<file path="config.mk">
export PLATFORM = sky130hd
export DESIGN_NAME = stack_alu_sequencer_flat
export DESIGN_NICKNAME = d
export VERILOG_FILES = /design/src/rtl/stack_alu_sequencer_if.sv /design/src/rtl/stack_alu_sequencer.sv /design/src/flat_wrapper.sv
export SDC_FILE = /design/constraint.sdc
export NUM_CORES = 1
export LEC_CHECK = 0
export ABC_AREA = 1
export BUFFER_PORTS_ARGS = -buffer_cell sky130_fd_sc_hd__buf_2
export CAP_MARGIN = 20
export CORE_MARGIN = 5
export CORE_UTILIZATION = 24
export DETAILED_ROUTE_END_ITERATION = 12
export SETUP_SLACK_MARGIN = 0.5
export SLEW_MARGIN = 10
export SYNTH_ARGS = -nofsm -noshare
export SYNTH_HDL_FRONTEND = slang
export SYNTH_SLANG_ARGS = --single-unit
</file>
<file path="constraint.sdc">
create_clock -name clk -period 3.52 [get_ports clk]
set_input_delay 0.704 -clock clk [delete_from_list [all_inputs] [get_ports clk]]
set_output_delay 0.704 -clock clk [all_outputs]
set_load 0.02 [all_outputs]
</file>
<file path="src/rtl/stack_alu_sequencer_if.sv">
// Command/response channel between the CPU control path and the stack ALU sequencer.
// master = command initiator (CPU side), slave = sequencer.
interface stack_alu_sequencer_if;
   logic        cmd_valid;
   logic        cmd_ready;
   logic [1:0]  cmd_kind;
   logic [4:0]  cmd_opcode;
   logic [15:0] cmd_data;
   logic        rsp_valid;
   logic [15:0] rsp_data;
   logic [1:0]  rsp_err;

   modport master (
      output cmd_valid, cmd_kind, cmd_opcode, cmd_data,
      input  cmd_ready, rsp_valid, rsp_data, rsp_err
   );

   modport slave (
      input  cmd_valid, cmd_kind, cmd_opcode, cmd_data,
      output cmd_ready, rsp_valid, rsp_data, rsp_err
   );
endinterface

</file>
<file path="src/rtl/stack_alu_sequencer.sv">
// Operand-stack front end for the combinational 16-bit ALU: PUSH/POP/ALU commands,
// ALU ops pop b then a, execute, and push the result back with a one-cycle response.
module stack_alu_sequencer #(
   parameter  int DEPTH = 16,
   localparam int CW    = $clog2(DEPTH) + 1
) (
   input  logic                 clk,
   input  logic                 rst_n,
   stack_alu_sequencer_if.slave bus,
   output logic [4:0]           alu_opcode,
   output logic [15:0]          alu_a,
   output logic [15:0]          alu_b,
   input  logic [15:0]          alu_out,
   output logic [CW-1:0]        depth,
   output logic [15:0]          top
);

   localparam int AW = $clog2(DEPTH);

   typedef enum logic [2:0] {S_IDLE, S_POP_B, S_POP_A, S_EXEC, S_WB} state_t;
   typedef enum logic [1:0] {K_NOP, K_PUSH, K_POP, K_ALU} kind_t;

   state_t        state, state_nxt;
   kind_t         kind;
   logic [15:0]   mem [DEPTH];
   logic [4:0]    op_q;
   logic [15:0]   result_q;
   logic          full, empty, accept;
   logic          wr_en;
   logic [15:0]   wr_data;
   logic [AW-1:0] wr_idx, top_idx;

   assign kind          = kind_t'(bus.cmd_kind);
   assign bus.cmd_ready = (state == S_IDLE);
   assign accept        = bus.cmd_valid && (state == S_IDLE);
   assign full          = (depth == CW'(DEPTH));
   assign empty         = (depth == '0);
   // Modulo indexing: depth == DEPTH wraps to 0, so top_idx still lands on DEPTH-1.
   assign wr_idx        = depth[AW-1:0];
   assign top_idx       = depth[AW-1:0] - AW'(1);
   assign top           = empty ? '0 : mem[top_idx];

   always_ff @(posedge clk or negedge rst_n) begin
      if (!rst_n) state <= S_IDLE;
      else        state <= state_nxt;
   end

   always_comb begin
      state_nxt = state;
      wr_en     = 1'b0;
      wr_data   = bus.cmd_data;
      case (state)
         S_IDLE: begin
            if (accept) begin
               case (kind)
                  K_PUSH:  wr_en = !full;
                  K_ALU:   if (depth >= CW'(2)) state_nxt = S_POP_B;
                  default: ;
               endcase
            end
         end
         S_POP_B: state_nxt = S_POP_A;
         S_POP_A: state_nxt = S_EXEC;
         S_EXEC:  state_nxt = S_WB;
         S_WB: begin
            state_nxt = S_IDLE;
            wr_en     = 1'b1;
            wr_data   = result_q;
         end
         default: state_nxt = S_IDLE;
      endcase
   end

   // Stack storage carries no reset; occupancy alone defines which entries are live.
   always_ff @(posedge clk) begin
      if (wr_en) mem[wr_idx] <= wr_data;
   end

   always_ff @(posedge clk or negedge rst_n) begin
      if (!rst_n) begin
         depth         <= '0;
         bus.rsp_valid <= 1'b0;
         bus.rsp_data  <= '0;
         bus.rsp_err   <= '0;
         alu_opcode    <= '0;
         alu_a         <= '0;
         alu_b         <= '0;
         op_q          <= '0;
         result_q      <= '0;
      end else begin
         bus.rsp_valid <= 1'b0;
         case (state)
            S_IDLE: begin
               if (accept) begin
                  op_q <= bus.cmd_opcode;
                  case (kind)
                     K_PUSH: begin
                        bus.rsp_valid <= 1'b1;
                        if (!full) begin
                           depth        <= depth + CW'(1);
                           bus.rsp_data <= bus.cmd_data;
                           bus.rsp_err  <= 2'b00;
                        end else begin
                           bus.rsp_data <= '0;
                           bus.rsp_err  <= 2'b10;
                        end
                     end
                     K_POP: begin
                        bus.rsp_valid <= 1'b1;
                        if (!empty) begin
                           depth        <= depth - CW'(1);
                           bus.rsp_data <= top;
                           bus.rsp_err  <= 2'b00;
                        end else begin
                           bus.rsp_data <= '0;
                           bus.rsp_err  <= 2'b01;
                        end
                     end
                     K_ALU: begin
                        if (depth < CW'(2)) begin
                           bus.rsp_valid <= 1'b1;
                           bus.rsp_data  <= '0;
                           bus.rsp_err   <= 2'b01;
                        end
                     end
                     default: ;
                  endcase
               end
            end
            S_POP_B: begin
               alu_b      <= mem[top_idx];
               alu_opcode <= op_q;
               depth      <= depth - CW'(1);
            end
            S_POP_A: begin
               alu_a <= mem[top_idx];
               depth <= depth - CW'(1);
            end
            S_EXEC: result_q <= alu_out;
            S_WB: begin
               depth         <= depth + CW'(1);
               bus.rsp_valid <= 1'b1;
               bus.rsp_data  <= result_q;
               bus.rsp_err   <= 2'b00;
            end
            default: ;
         endcase
      end
   end

endmodule
</file>
<file path="src/flat_wrapper.sv">
// flat-port wrapper written by rule: the top's interface ports become plain ports
module stack_alu_sequencer_flat 
#(
   parameter  int DEPTH = 16,
   localparam int CW    = $clog2(DEPTH) + 1
)
  (clk, rst_n, alu_opcode, alu_a, alu_b, alu_out, depth, top, bus_cmd_valid, bus_cmd_kind, bus_cmd_opcode, bus_cmd_data, bus_cmd_ready, bus_rsp_valid, bus_rsp_data, bus_rsp_err);
  stack_alu_sequencer_if bus_i ();
  input  logic clk;
  input  logic rst_n;
  output logic [4:0] alu_opcode;
  output logic [15:0] alu_a;
  output logic [15:0] alu_b;
  input  logic [15:0] alu_out;
  output logic [CW-1:0] depth;
  output logic [15:0] top;
  input wire logic [$bits(bus_i.cmd_valid)-1:0] bus_cmd_valid;
  input wire logic [$bits(bus_i.cmd_kind)-1:0] bus_cmd_kind;
  input wire logic [$bits(bus_i.cmd_opcode)-1:0] bus_cmd_opcode;
  input wire logic [$bits(bus_i.cmd_data)-1:0] bus_cmd_data;
  output wire logic [$bits(bus_i.cmd_ready)-1:0] bus_cmd_ready;
  output wire logic [$bits(bus_i.rsp_valid)-1:0] bus_rsp_valid;
  output wire logic [$bits(bus_i.rsp_data)-1:0] bus_rsp_data;
  output wire logic [$bits(bus_i.rsp_err)-1:0] bus_rsp_err;
  assign bus_i.cmd_valid = bus_cmd_valid;
  assign bus_i.cmd_kind = bus_cmd_kind;
  assign bus_i.cmd_opcode = bus_cmd_opcode;
  assign bus_i.cmd_data = bus_cmd_data;
  assign bus_cmd_ready = bus_i.cmd_ready;
  assign bus_rsp_valid = bus_i.rsp_valid;
  assign bus_rsp_data = bus_i.rsp_data;
  assign bus_rsp_err = bus_i.rsp_err;
  stack_alu_sequencer #(.DEPTH(DEPTH)) u_core (.clk(clk), .rst_n(rst_n), .bus(bus_i), .alu_opcode(alu_opcode), .alu_a(alu_a), .alu_b(alu_b), .alu_out(alu_out), .depth(depth), .top(top));
endmodule
</file>
==> flow_summary.toml <==
[synthesis]
syn_area_mm2 = 0.0143
ys_seq_area_share_pct = 68.8
yosys_register_bits = 341
syn-num-nets = 1373
ys_types = 32
synthCells = 1322
ys_warn_count = 0
synth_area_per_cell_um2 = 10.8

[sta]
fin_setup_tns_ns = 0
tightest_slew_ns = 1.03
hold_violations = 0
finClkSkew_ns = 0.0255
setup_viol = 0
finalMaxSlewViolations = 0
fin_crit_sh_pct = 89.9
fmax_mhz = 316
rsz0062_at_grt = "true"
holdWs_ns = 0.216
min_period_ns = 3.16
maxSlewHeadroom_pct = 30.7

[die]
die_w_um = 254
dieHeight_um = 254
core_area_mm2 = 0.0589
die_area_mm2 = 0.0644
io_pins = 120
initial_core_util_pct = 24.2
std_cell_rows = 89

[worst_setup_path]
startpoint = "u_core.depth[0]"
arrival_ns = 2.46
critPathLaunchType = "flop"
critical_path.slowest_cell = "dfrtp_4"
endpoint_kind = "output pin"
cpLargestDelayFamily = "buffers and inverters"
r2r-end = "u_core.mem[5][9]"
critPathKind = "flop to output pin"
cp-endpoint = "top[12]"
cp_cell_sequence = "clkinv_8 -> ha_4 -> clkinv_8 -> clkbuf_16 -> nand3_2 -> nand3_2 -> nand3_4 -> nand2_4 -> nor2_4 -> buf_6"
ff2ff_setup_slack_ns = 0.74
crit_fanout = 7
reg2reg_depth = 10
rr_startpoint = "u_core.state[0]"
cp.depth = 10
required_ns = 2.82
critPathBufInv = 4
worst_path_largest_cell_delay_ns = 0.46

[clocking]
clockBufferDepth = 3
htree_num_levels = 2
cts_buffers = 38
cts_num_sinks = 341
root_buffer = "clkbuf_16"
clkTransAtPathRegs_ns = 0.05
cts_tree = "built"
clk_latency_ns = 0.54

[cells_and_area]
drive_gt1_share_pct = 32.8
final_cell_mix = "405 x nand2_1, 256 x edfxtp_1, 129 x nand3_2, 102 x buf_2, 88 x nand3_1"
nNetsFinal = 1578
final_common_cell = "nand2_1"
area_growth_pct = 35.2
fillers = 5767
antenna_cells = 0

[placement]
gp_congestion = 0.822
port_buffers = 119
dp_hpwl_um = 26100

[routing]
drt_iter0_markers = 970
wire_per_inst_um = 19.6
routed_wl_um = 45600
detail-route-antenna-nets = 0
drc = 0
num_vias = 11000
drtPass1Iterations = 5
via_per_inst = 4.73

[global_route]
grtUsageTotal_pct = 12.6
grt_pass1_vias = 10200
gr-total-overflow = 0
antenna_found_initial = 1
grt_max_degree = 133
grt_first_pass_wirelength_um = 62400

[job]
maxCapViolations = 0

[worst_hold_path]
hold_class = "input pin to asynchronous set/reset pin"

[status]
status = "finished clean"
## through the flow
stage	utilization (%)	cells	worst slack [ns]	area, um2
finish	32.7	2328	0.356	19300
global route	32.7	2328	0.301	19300
CTS	30.2	2292	0.337	17800
detailed placement	27.4	2208	0.507	16100
global placement	27.4	2207	0.518	16100
floorplan	-	1322	0.447	14300
## cells by family after synthesis
logic type                 count (synthesis)  share of synthesized area (%)
and+or+nand+nor                          742                           22.2
DFF                                      341                           68.8
buffers and inverters                    120                           3.82
AOI/OAI and AO/OA                        106                           4.12
adders and majority gates                  9                          0.789
xor gates and xnor gates                   4                          0.246
## per-layer routing
layer / vias up / wire length (um) / part of all wire (%) / track usage [%]
li1: 4968 / - / - / -
met1: 5456 / 18100 / 40 / 16.7
met2: 508 / 21300 / 47 / 20.3
met3: 83 / 4770 / 10 / 3.24
met4: 2 / 1330 / 2.9 / 3.96
met5: - / 13 / 0.029 / 0
## layout make-up
| cell class | count | area (um2) | area share [%] |
|---|---|---|---|
| multi-input cells | 861 | 5060 | 26.2 |
| repair buffers | 233 | 2030 | 10.5 |
| clock inverters | 15 | 125 | 0.649 |
| flip-flops and latches | 341 | 9820 | 50.9 |
| clock buffers | 53 | 1040 | 5.38 |
| repair inverters | 3 | 28.8 | 0.149 |
| inverters | 49 | 226 | 1.17 |
| well taps | 773 | 967 | 5.01 |
## state kept, by name, indices dropped and copies added, names as in the netlist, 5 cells and up
signal	cells
u_core.alu_b	16
u_core.result_q	16
u_core.depth	5
u_core.op_q	5
u_core.mem	256
u_core.bus.rsp_data	16
u_core.alu_a	16
u_core.alu_opcode	5
## cell usage after synthesis
library cell | number | area share [%]
edfxtp_1 | 256 | 54
a21oi_1 | 18 | 0.63
o211a_1 | 1 | 0.070
nor2_4 | 2 | 0.16
a31oi_2 | 1 | 0.088
inv_2 | 4 | 0.11
ha_1 | 9 | 0.79
nand2_2 | 1 | 0.044
o21ai_0 | 64 | 2.2
nor3_1 | 4 | 0.14
inv_1 | 43 | 1.1
buf_2 | 37 | 1.3
nand2_4 | 2 | 0.16
nor2_2 | 13 | 0.57
inv_4 | 1 | 0.044
a211oi_1 | 1 | 0.053
o211ai_1 | 1 | 0.053
clkinv_2 | 1 | 0.035
nand3_2 | 1 | 0.070
nor2_1 | 57 | 1.5
buf_6 | 3 | 0.24
nand2_1 | 422 | 11
dfrtp_1 | 85 | 15
nor3_2 | 1 | 0.070
nand4_1 | 4 | 0.18
o21ai_1 | 4 | 0.14
xor2_1 | 4 | 0.25
buf_1 | 6 | 0.16
clkbuf_1 | 19 | 0.50
nand3_1 | 235 | 8.2
buf_4 | 6 | 0.32
o31ai_1 | 16 | 0.84
## repair_timing
item	CTS	global route
resized for setup	70	210
setup endpoints to repair	16	16
hold buffers	0	0
pin swaps	18	99
buffers inserted	12	22
gates cloned	4	14
## how the worst min path moves through the flow
stage,start,to,cells after the start
6_report,rst_n,u_core.alu_a[6],1
5_1_grt,rst_n,u_core.alu_a[12],1
4_1_cts,rst_n,u_core.alu_a[7],1
3_5_place_dp,u_core.result_q[1],u_core.result_q[1],2
3_3_place_gp,u_core.result_q[8],u_core.result_q[8],2
2_1_floorplan,rst_n,u_core.alu_a[0],0
Power is not shown: default switching activity piles up to over one toggle a cycle in this logic, so the estimate is an artifact.
